### src/rtl/k12a.inc.sv
// -----------------------------------------------------------------------------
// k12a shared definitions
// Purpose : types and constants shared by the k12a bus arbiter and its helpers.
//           Holds the bus owner type, the arbiter state encoding and the DMA
//           starvation limit used when K12A_ARB_STARVE_LIMIT_EN is defined.
// Ports   : none (package only)
// -----------------------------------------------------------------------------
package k12a_pkg;

    // Who currently drives the shared address/data bus
    typedef enum logic {
        OWNER_CPU = 1'b0,
        OWNER_DMA = 1'b1
    } owner_t;

    // Arbiter sequencing states
    typedef enum logic [2:0] {
        ARB_IDLE        = 3'd0,
        ARB_CPU_WSTROBE = 3'd1,
        ARB_DMA_SETUP   = 3'd2,
        ARB_DMA_XFER    = 3'd3,
        ARB_DMA_ACK     = 3'd4
    } arb_state_t;

    // Number of refused contended idle cycles before DMA overrides the CPU
    localparam int ARB_STARVE_LIMIT = 8;
    localparam int ARB_STARVE_W     = $clog2(ARB_STARVE_LIMIT + 1);

endpackage

### src/rtl/k12a_arb_starve_ctr.sv
// -----------------------------------------------------------------------------
// k12a_arb_starve_ctr
// Purpose : saturating counter of idle cycles in which DMA asked for the bus
//           and was refused. Flags starvation once the count hits
//           ARB_STARVE_LIMIT so the arbiter can let DMA win over the CPU.
// Ports   : clock, reset (async, active-high)
//           i_count  - count this cycle (DMA waiting, not granted)
//           i_clear  - DMA granted, restart the count
//           o_starve - count has reached ARB_STARVE_LIMIT
// -----------------------------------------------------------------------------
module k12a_arb_starve_ctr
    import k12a_pkg::*;
(
    input  logic clock,
    input  logic reset,
    input  logic i_count,
    input  logic i_clear,
    output logic o_starve
);

    localparam logic [ARB_STARVE_W-1:0] LIMIT = ARB_STARVE_W'(ARB_STARVE_LIMIT);

    logic [ARB_STARVE_W-1:0] r_count;

    // Clear wins over count; the count holds at the limit until a grant clears it
    always_ff @(posedge clock or posedge reset) begin
        if (reset) begin
            r_count <= '0;
        end else if (i_clear) begin
            r_count <= '0;
        end else if (i_count && (r_count != LIMIT)) begin
            r_count <= r_count + 1'b1;
        end
    end

    assign o_starve = (r_count == LIMIT);

endmodule

### src/rtl/k12a_bus_arbiter.sv
// -----------------------------------------------------------------------------
// k12a_bus_arbiter
// Purpose : shares the memory bus between the CPU FSM and a DMA engine.
//           CPU reads pass straight through in idle; CPU writes take a setup
//           cycle then a strobe cycle; DMA transfers are latched at grant and
//           run setup -> xfer -> ack while the CPU is held.
// Config  : K12A_ARB_STARVE_LIMIT_EN - when defined, a starvation counter lets
//           DMA win over a busy CPU after ARB_STARVE_LIMIT refused idle cycles.
//           When undefined, DMA is granted only while the CPU is not asking.
// Ports   : clock, reset (async, active-high)
//           cpu_mem_enable, cpu_mem_write  - CPU request
//           cpu_hold                       - freeze CPU this cycle
//           async_write                    - shared memory write strobe
//           dma_req, dma_write, dma_addr, dma_wdata - DMA request (latched at grant)
//           mem_data_in                    - memory read data
//           dma_ack, dma_rdata             - DMA completion pulse and read data
//           owner                          - current bus owner
//           dma_addr_bus, dma_data_bus, dma_mem_enable - DMA bus drive
// -----------------------------------------------------------------------------
module k12a_bus_arbiter
    import k12a_pkg::*;
(
    input  logic        clock,
    input  logic        reset,
    input  logic        cpu_mem_enable,
    input  logic        cpu_mem_write,
    output logic        cpu_hold,
    output logic        async_write,
    input  logic        dma_req,
    input  logic        dma_write,
    input  logic [15:0] dma_addr,
    input  logic [7:0]  dma_wdata,
    input  logic [7:0]  mem_data_in,
    output logic        dma_ack,
    output logic [7:0]  dma_rdata,
    output owner_t      owner,
    output logic [15:0] dma_addr_bus,
    output logic [7:0]  dma_data_bus,
    output logic        dma_mem_enable
);

    arb_state_t  r_state;
    owner_t      r_owner;
    logic        r_asyncWrite;
    logic        r_dmaMemEnable;
    logic        r_dmaAck;
    logic        r_holdState;
    logic        r_dmaWrite;
    logic [15:0] r_dmaAddr;
    logic [7:0]  r_dmaWdata;
    logic [7:0]  r_dmaRdata;

    logic        w_inIdle;
    logic        w_starve;
    logic        w_dmaGrant;
    logic        w_cpuWriteGrant;

    assign w_inIdle = (r_state == ARB_IDLE);

`ifdef K12A_ARB_STARVE_LIMIT_EN
    // Count only idle cycles where DMA waited and lost; any grant restarts it
    k12a_arb_starve_ctr u_starveCtr (
        .clock    (clock),
        .reset    (reset),
        .i_count  (w_inIdle && dma_req && !w_dmaGrant),
        .i_clear  (w_dmaGrant),
        .o_starve (w_starve)
    );
`else
    assign w_starve = 1'b0;
`endif

    // DMA wins only when the CPU is quiet or has been starving DMA too long;
    // otherwise the CPU keeps priority
    assign w_dmaGrant      = w_inIdle && dma_req && (!cpu_mem_enable || w_starve);
    assign w_cpuWriteGrant = w_inIdle && cpu_mem_enable && cpu_mem_write && !w_dmaGrant;

    // Hold is the only output that must react in the same idle cycle as the
    // request; in the DMA states it comes from the registered flag
    assign cpu_hold = r_holdState || w_dmaGrant || w_cpuWriteGrant;

    // Sequencing FSM. All bus-control outputs are registered here with the
    // value they need in the next state, so reset clears them asynchronously.
    always_ff @(posedge clock or posedge reset) begin
        if (reset) begin
            r_state        <= ARB_IDLE;
            r_owner        <= OWNER_CPU;
            r_asyncWrite   <= 1'b0;
            r_dmaMemEnable <= 1'b0;
            r_dmaAck       <= 1'b0;
            r_holdState    <= 1'b0;
            r_dmaWrite     <= 1'b0;
            r_dmaAddr      <= '0;
            r_dmaWdata     <= '0;
            r_dmaRdata     <= '0;
        end else begin
            case (r_state)
                ARB_IDLE: begin
                    if (w_dmaGrant) begin
                        r_dmaWrite     <= dma_write;
                        r_dmaAddr      <= dma_addr;
                        r_dmaWdata     <= dma_wdata;
                        r_state        <= ARB_DMA_SETUP;
                        r_owner        <= OWNER_DMA;
                        r_dmaMemEnable <= 1'b1;
                        r_holdState    <= 1'b1;
                    end else if (w_cpuWriteGrant) begin
                        r_state      <= ARB_CPU_WSTROBE;
                        r_asyncWrite <= 1'b1;
                    end
                end
                ARB_CPU_WSTROBE: begin
                    r_state      <= ARB_IDLE;
                    r_asyncWrite <= 1'b0;
                end
                ARB_DMA_SETUP: begin
                    r_state      <= ARB_DMA_XFER;
                    r_asyncWrite <= r_dmaWrite;
                end
                ARB_DMA_XFER: begin
                    if (!r_dmaWrite) begin
                        r_dmaRdata <= mem_data_in;
                    end
                    r_state        <= ARB_DMA_ACK;
                    r_owner        <= OWNER_CPU;
                    r_dmaMemEnable <= 1'b0;
                    r_asyncWrite   <= 1'b0;
                    r_dmaAck       <= 1'b1;
                end
                ARB_DMA_ACK: begin
                    r_state     <= ARB_IDLE;
                    r_dmaAck    <= 1'b0;
                    r_holdState <= 1'b0;
                end
                default: begin
                    r_state        <= ARB_IDLE;
                    r_owner        <= OWNER_CPU;
                    r_asyncWrite   <= 1'b0;
                    r_dmaMemEnable <= 1'b0;
                    r_dmaAck       <= 1'b0;
                    r_holdState    <= 1'b0;
                end
            endcase
        end
    end

    assign async_write    = r_asyncWrite;
    assign dma_mem_enable = r_dmaMemEnable;
    assign dma_ack        = r_dmaAck;
    assign owner          = r_owner;
    assign dma_rdata      = r_dmaRdata;
    assign dma_addr_bus   = r_dmaAddr;
    assign dma_data_bus   = r_dmaWdata;

endmodule
### config.mk
export PLATFORM = sky130hd
export DESIGN_NAME = k12a_bus_arbiter
export DESIGN_NICKNAME = d
export VERILOG_FILES = /design/src/rtl/k12a.inc.sv /design/src/rtl/k12a_arb_starve_ctr.sv /design/src/rtl/k12a_bus_arbiter.sv
export SDC_FILE = /design/constraint.sdc
export NUM_CORES = 1
export LEC_CHECK = 0
export ABC_AREA = 1
export BUFFER_PORTS_ARGS = -buffer_cell sky130_fd_sc_hd__clkbuf_2
export CAP_MARGIN = 10
export CORE_UTILIZATION = 45
export CTS_CLUSTER_DIAMETER = 200
export CTS_CLUSTER_SIZE = 30
export DETAILED_ROUTE_END_ITERATION = 8
export PLACE_DENSITY = 0.87
export SLEW_MARGIN = 30
export SYNTH_ARGS = -nofsm -noshare
export SYNTH_HDL_FRONTEND = slang
export SYNTH_SLANG_ARGS = --single-unit
export TNS_END_PERCENT = 100
### constraint.sdc
create_clock -name clock -period 1.5 [get_ports clock]
set_input_delay 0.3 -clock clock [delete_from_list [all_inputs] [get_ports clock]]
set_output_delay 0.3 -clock clock [all_outputs]
set_load 0.01 [all_outputs]
; ---- Word level (Yosys, flattened, before mapping)
; Cells that the tools add are included.
[op_classes]
n_eq_ne = 8
mux = 10
bitwise_logic = 4
n_reduce_logical = 18
[ops]
columns = op, count
row1 = $pmux 3 s3, 1
row2 = $reduce_or 3->1, 3
row3 = $reduce_and 2->1, 4
row4 = $eq 3x2->1 const B, 2
row5 = $mux 3, 2
row6 = $pmux 1 s2, 3
row7 = $logic_and 1x1->1, 5
row8 = $ne 2x1->1 const B, 2
row9 = $not 1->1, 4
row10 = $eq 3x1->1 const B, 1
row11 = $eq 3x3->1 const B, 1
row12 = $logic_not 3->1, 1
row13 = $mux 1, 3
row14 = $ne 3x1->1 const B, 1
row15 = $pmux 1 s3, 1
row16 = $reduce_and 3->1, 1
row17 = $logic_not 1->1, 2
row18 = $logic_or 1x1->1, 2
row19 = $ne 2x2->1 const B, 1
[totals]
reg_bits = 40
in_bits = 38
out_inout_bits = 37
wordCells = 49

; ---- Depth between registers and ports, before layout
[depth]
ltp_word = 8
depth_mapped = 7
ltp_nobuf = 7

; ---- Worst setup path after synthesis
; OpenSTA, ideal clock, no wires.
[synth_path]
kind = flip-flop to output port
startpoint = register r_state[1]
endpoint = output cpu_hold
arrival_ns = 0.997
path_slack_ns = 0.203
stages_incl_launch_ff = 5
path_cell_list = dfrtp_1 nor2_4 nand4_4 buf_6 nand3_1
[synth_via]
elab_chain_cells = 6
[synth_lines]
columns = item, line_no
row1 = "start, declared", k12a_bus_arbiter.sv:42  ; arb_state_t r_state;
row2 = "start signal, assigned", k12a_bus_arbiter.sv:86  ; r_state <= ARB_IDLE;
row3 = "start signal, assigned", k12a_bus_arbiter.sv:103  ; r_state <= ARB_DMA_SETUP;
row4 = "start signal, assigned", k12a_bus_arbiter.sv:108  ; r_state <= ARB_CPU_WSTROBE;
row5 = $logic_not 3->1 (*), k12a_bus_arbiter.sv:58  ; assign w_inIdle = (r_state == ARB_IDLE);
row6 = $logic_and 1x1->1 (2 in series), k12a_bus_arbiter.sv:75  ; assign w_dmaGrant = w_inIdle && dma_req && (!cpu_mem_enable || w_starve);
row7 = $logic_not 1->1, k12a_bus_arbiter.sv:76  ; assign w_cpuWriteGrant = w_inIdle && cpu_mem_enable && cpu_mem_write && !w_dmaGrant;
row8 = $logic_and 1x1->1, k12a_bus_arbiter.sv:76
row9 = $logic_or 1x1->1 (*), k12a_bus_arbiter.sv:80  ; assign cpu_hold = r_holdState || w_dmaGrant || w_cpuWriteGrant;
row10 = "end, declared", k12a_bus_arbiter.sv:27  ; output logic cpu_hold,
; Every way passes the cells marked *; elsewhere a longest branch is shown, timed or not.

; ---- Final worst setup path
[layout_path]
startpoint = register r_state[2]
endpoint = output cpu_hold
; The elaborated chain is that of the path after synthesis.

==> impl_metrics.toml <==
[cells_and_area]
diodes = 0
stdcell_area_sq_mm = 0.002482
final_cells = 322
area_growth_pct = 37.59
fin_nets = 311
fin_util = 0.6631
drive_gt1_frac = 0.4964
fillers = 301

[placed_design]
port_buffers = 74
place_area_sq_mm = 0.002218
dp_hpwl_um = 2510
dp_cells = 303
place.gp.congestion = 0.7860

[hold_path]
hp-class = "input pin to flip-flop"
min_delay_worst_endpoint = "dma_addr_bus[1]$_DFFE_PP0P_"
worstHoldStart = "dma_addr[1]"
whs_path_depth = 3

[detailed_routing]
detail_route.wl_per_cell_um = 11.07
route.vias.total = 1463
ant_nets = 0
drtIter0Drc = 47
vias_per_cell = 4.543
drt-pass1-iter-count = 4
routed_wl_um = 3565
post-route-drc-count = 0

[run_status]
violations = "setup timing"
status = "finished with violations"

[global_routing]
grt_max_degree = 37
antenna_found_initial = 0
grt_first_pass_wirelength_um = 5906
grt_overflow = 0
gr-usage-all-layers = 0.1834
grt_pass1_vias = 1373

[floorplan]
die_y_um = 65.32
core_sq_mm = 0.003744
die-area_sq_mm = 0.004267
start_util = 0.4820
fp.dieW_um = 65.32
top_level_ports = 75
row_count = 22

[synthesis]
synth_common_cells = "nand2_1, dfrtp_1, inv_1"
syn-cell-area_sq_mm = 0.001804
yosysTopAreaCell = "dfrtp_1"
ys_warn_count = 0
ys_seq_area_frac = 0.5548
synth_cells = 184
synth_cell_types = 17
synthMostInstantiatedCell = "nand2_1"
syn_area_per_cell_sq_um = 9.806
synth_area_leaders = "dfrtp_1, o21ai_2, nand2_1"
ys_async_sr_fraction = 1.000
synth_edf_count = 0
synth_top_area_frac = 0.5548
synth_seq_cells = 40
synth_fp_nets = 222
synth_ff_type = "dfrtp_1"

[clocking]
clk_latency_ns = 0.28
numCtsBuffers = 5
cts_max_path_buffers = 2
cts.sinks = 40
clockRootBuffer = "clkbuf_8"
tritoncts = "done"
cts.clk_slew.worst_paths_ns = 0.07
htree_levels = 2

[sta]
setup_violations = 1
whs_ns = 0.2271
hold_violations = 0
setup_ws_ns = -0.03609
fmax_mhz = 651.0
tightest_slew_ns = 0.4011
period_needed_ns = 1.536
slew_viol_final = 0
slew_headroom = 0.7323
clock_skew_ns = 0.006333
rsz0062_at_grt = "true"
fin_crit_sh = 1.024

[power_and_ir_drop]
leakage_nw = 1.443
ir_drop_uv = 1000
power_density_mw_per_mm2 = 2085
p_total_mw = 5.175

[critical_path]
crit_path_end_kind = "output pin"
r2r_cells = 9
crit_path_start_kind = "flip-flop"
cp.required_ns = 1.20
path_class = "flip-flop to output pin"
arrival_ns = 1.24
startpoint = "r_state[2]$_DFFE_PP0P_"
r2r-start = "r_state[0]$_DFFE_PP0P_"
r2r-end = "r_state[0]$_DFFE_PP0P_"
r2r_setup_slack_ns = 0.12
cp_max_fo = 2

[flow_run]
drv_cap = 0
==> registers in the layout, summed over array words and instances (netlist names) <==
register,flops
dma_ack,1
r_dmaWrite,1
dma_addr_bus,16
dma_mem_enable,1
r_state,3
dma_data_bus,8
r_holdState,1
async_write,1
dma_rdata,8
==> layout make-up <==
type / count / area (sq um) / share of cell area
Clock buffer: 7 / 96.34 / 0.03881
Clock inverter: 1 / 30.03 / 0.01210
Inverter: 35 / 133.9 / 0.05393
Multi-Input combinational cell: 103 / 633.1 / 0.2550
Sequential cell: 40 / 1003 / 0.4042
Tap cell: 48 / 60.06 / 0.02419
Timing Repair Buffer: 88 / 525.5 / 0.2117
==> cells in the final DEF, fill, tap and decap left out <==
cell           count
buf_6              2
dlygate4sd3_1      1
nand3_2            2
nor2_1             1
inv_4              1
o21ai_0            2
nand4_4            1
buf_12             3
clkbuf_2          73
a31oi_1            1
inv_2              2
dfrtp_1           38
bufinv_16          1
nand2_1           53
nor2_8             1
nand2_4            4
inv_1             32
dfrtp_2            2
a21oi_4            1
nand3_1            9
a21oi_1            1
clkbuf_8           7
nor2_4             2
o21ai_2           25
buf_4              9
==> power breakdown <==
| group | internal, mW | total, mW | switching [mW] |
|---|---|---|---|
| registers | 1.59 | 1.91 | 0.323 |
| logic | 1.06 | 2.33 | 1.27 |
| clock network | 0.587 | 0.932 | 0.346 |
==> how the worst max path moves through the flow <==
stage	to	slack (ns)	cells past startpoint
2_1_floorplan	cpu_hold	0.20	4
3_5_place_dp	cpu_hold	0.11	6
5_1_grt	cpu_hold	-0.08	6
3_3_place_gp	cpu_hold	0.16	6
4_1_cts	cpu_hold	-0.04	6
6_report	cpu_hold	-0.04	6
==> layer usage <==
metal	vias to the layer above	global-route usage	part of all wire
met5	-	0	0
met4	0	0.08152	0.018
met3	9	0.05903	0.081
met2	69	0.3041	0.48
met1	649	0.2159	0.42
li1	736	-	-
==> what timing repair did <==
| item | 4_1_cts | 5_1_grt |
|---|---|---|
| endpoints found under the setup margin | 1 | 1 |
| buffers inserted | 9 | 1 |
| resized for setup | 10 | 3 |
| pin swaps | 4 | 3 |
| hold endpoints to repair | 9 | 0 |
| hold buffers | 1 | 0 |
==> metrics by stage <==
stage	worst slack, ns	TNS (ns)
floorplan	0.2026	0
global placement	0.1635	0
detailed placement	0.1060	0
CTS	-0.03827	-0.03827
global route	-0.07859	-0.07859
finish	-0.03609	-0.03609
==> cell families after synthesis <==
kind of cell,share of synthesized area
and+or+nand+nor,0.1949
AOI/OAI and AO/OA,0.1422
DFF,0.5548
buffers and inverters,0.1082
==> critical path, stage by stage (launching register included) <==
cell	delay (ns)
dfrtp_2	0.43
inv_4	0.08
nand2_4	0.06
nor2_4	0.10
nand3_2	0.08
nand3_2	0.09
buf_6	0.11
No activity file was read; power rests on OpenSTA's default activity.
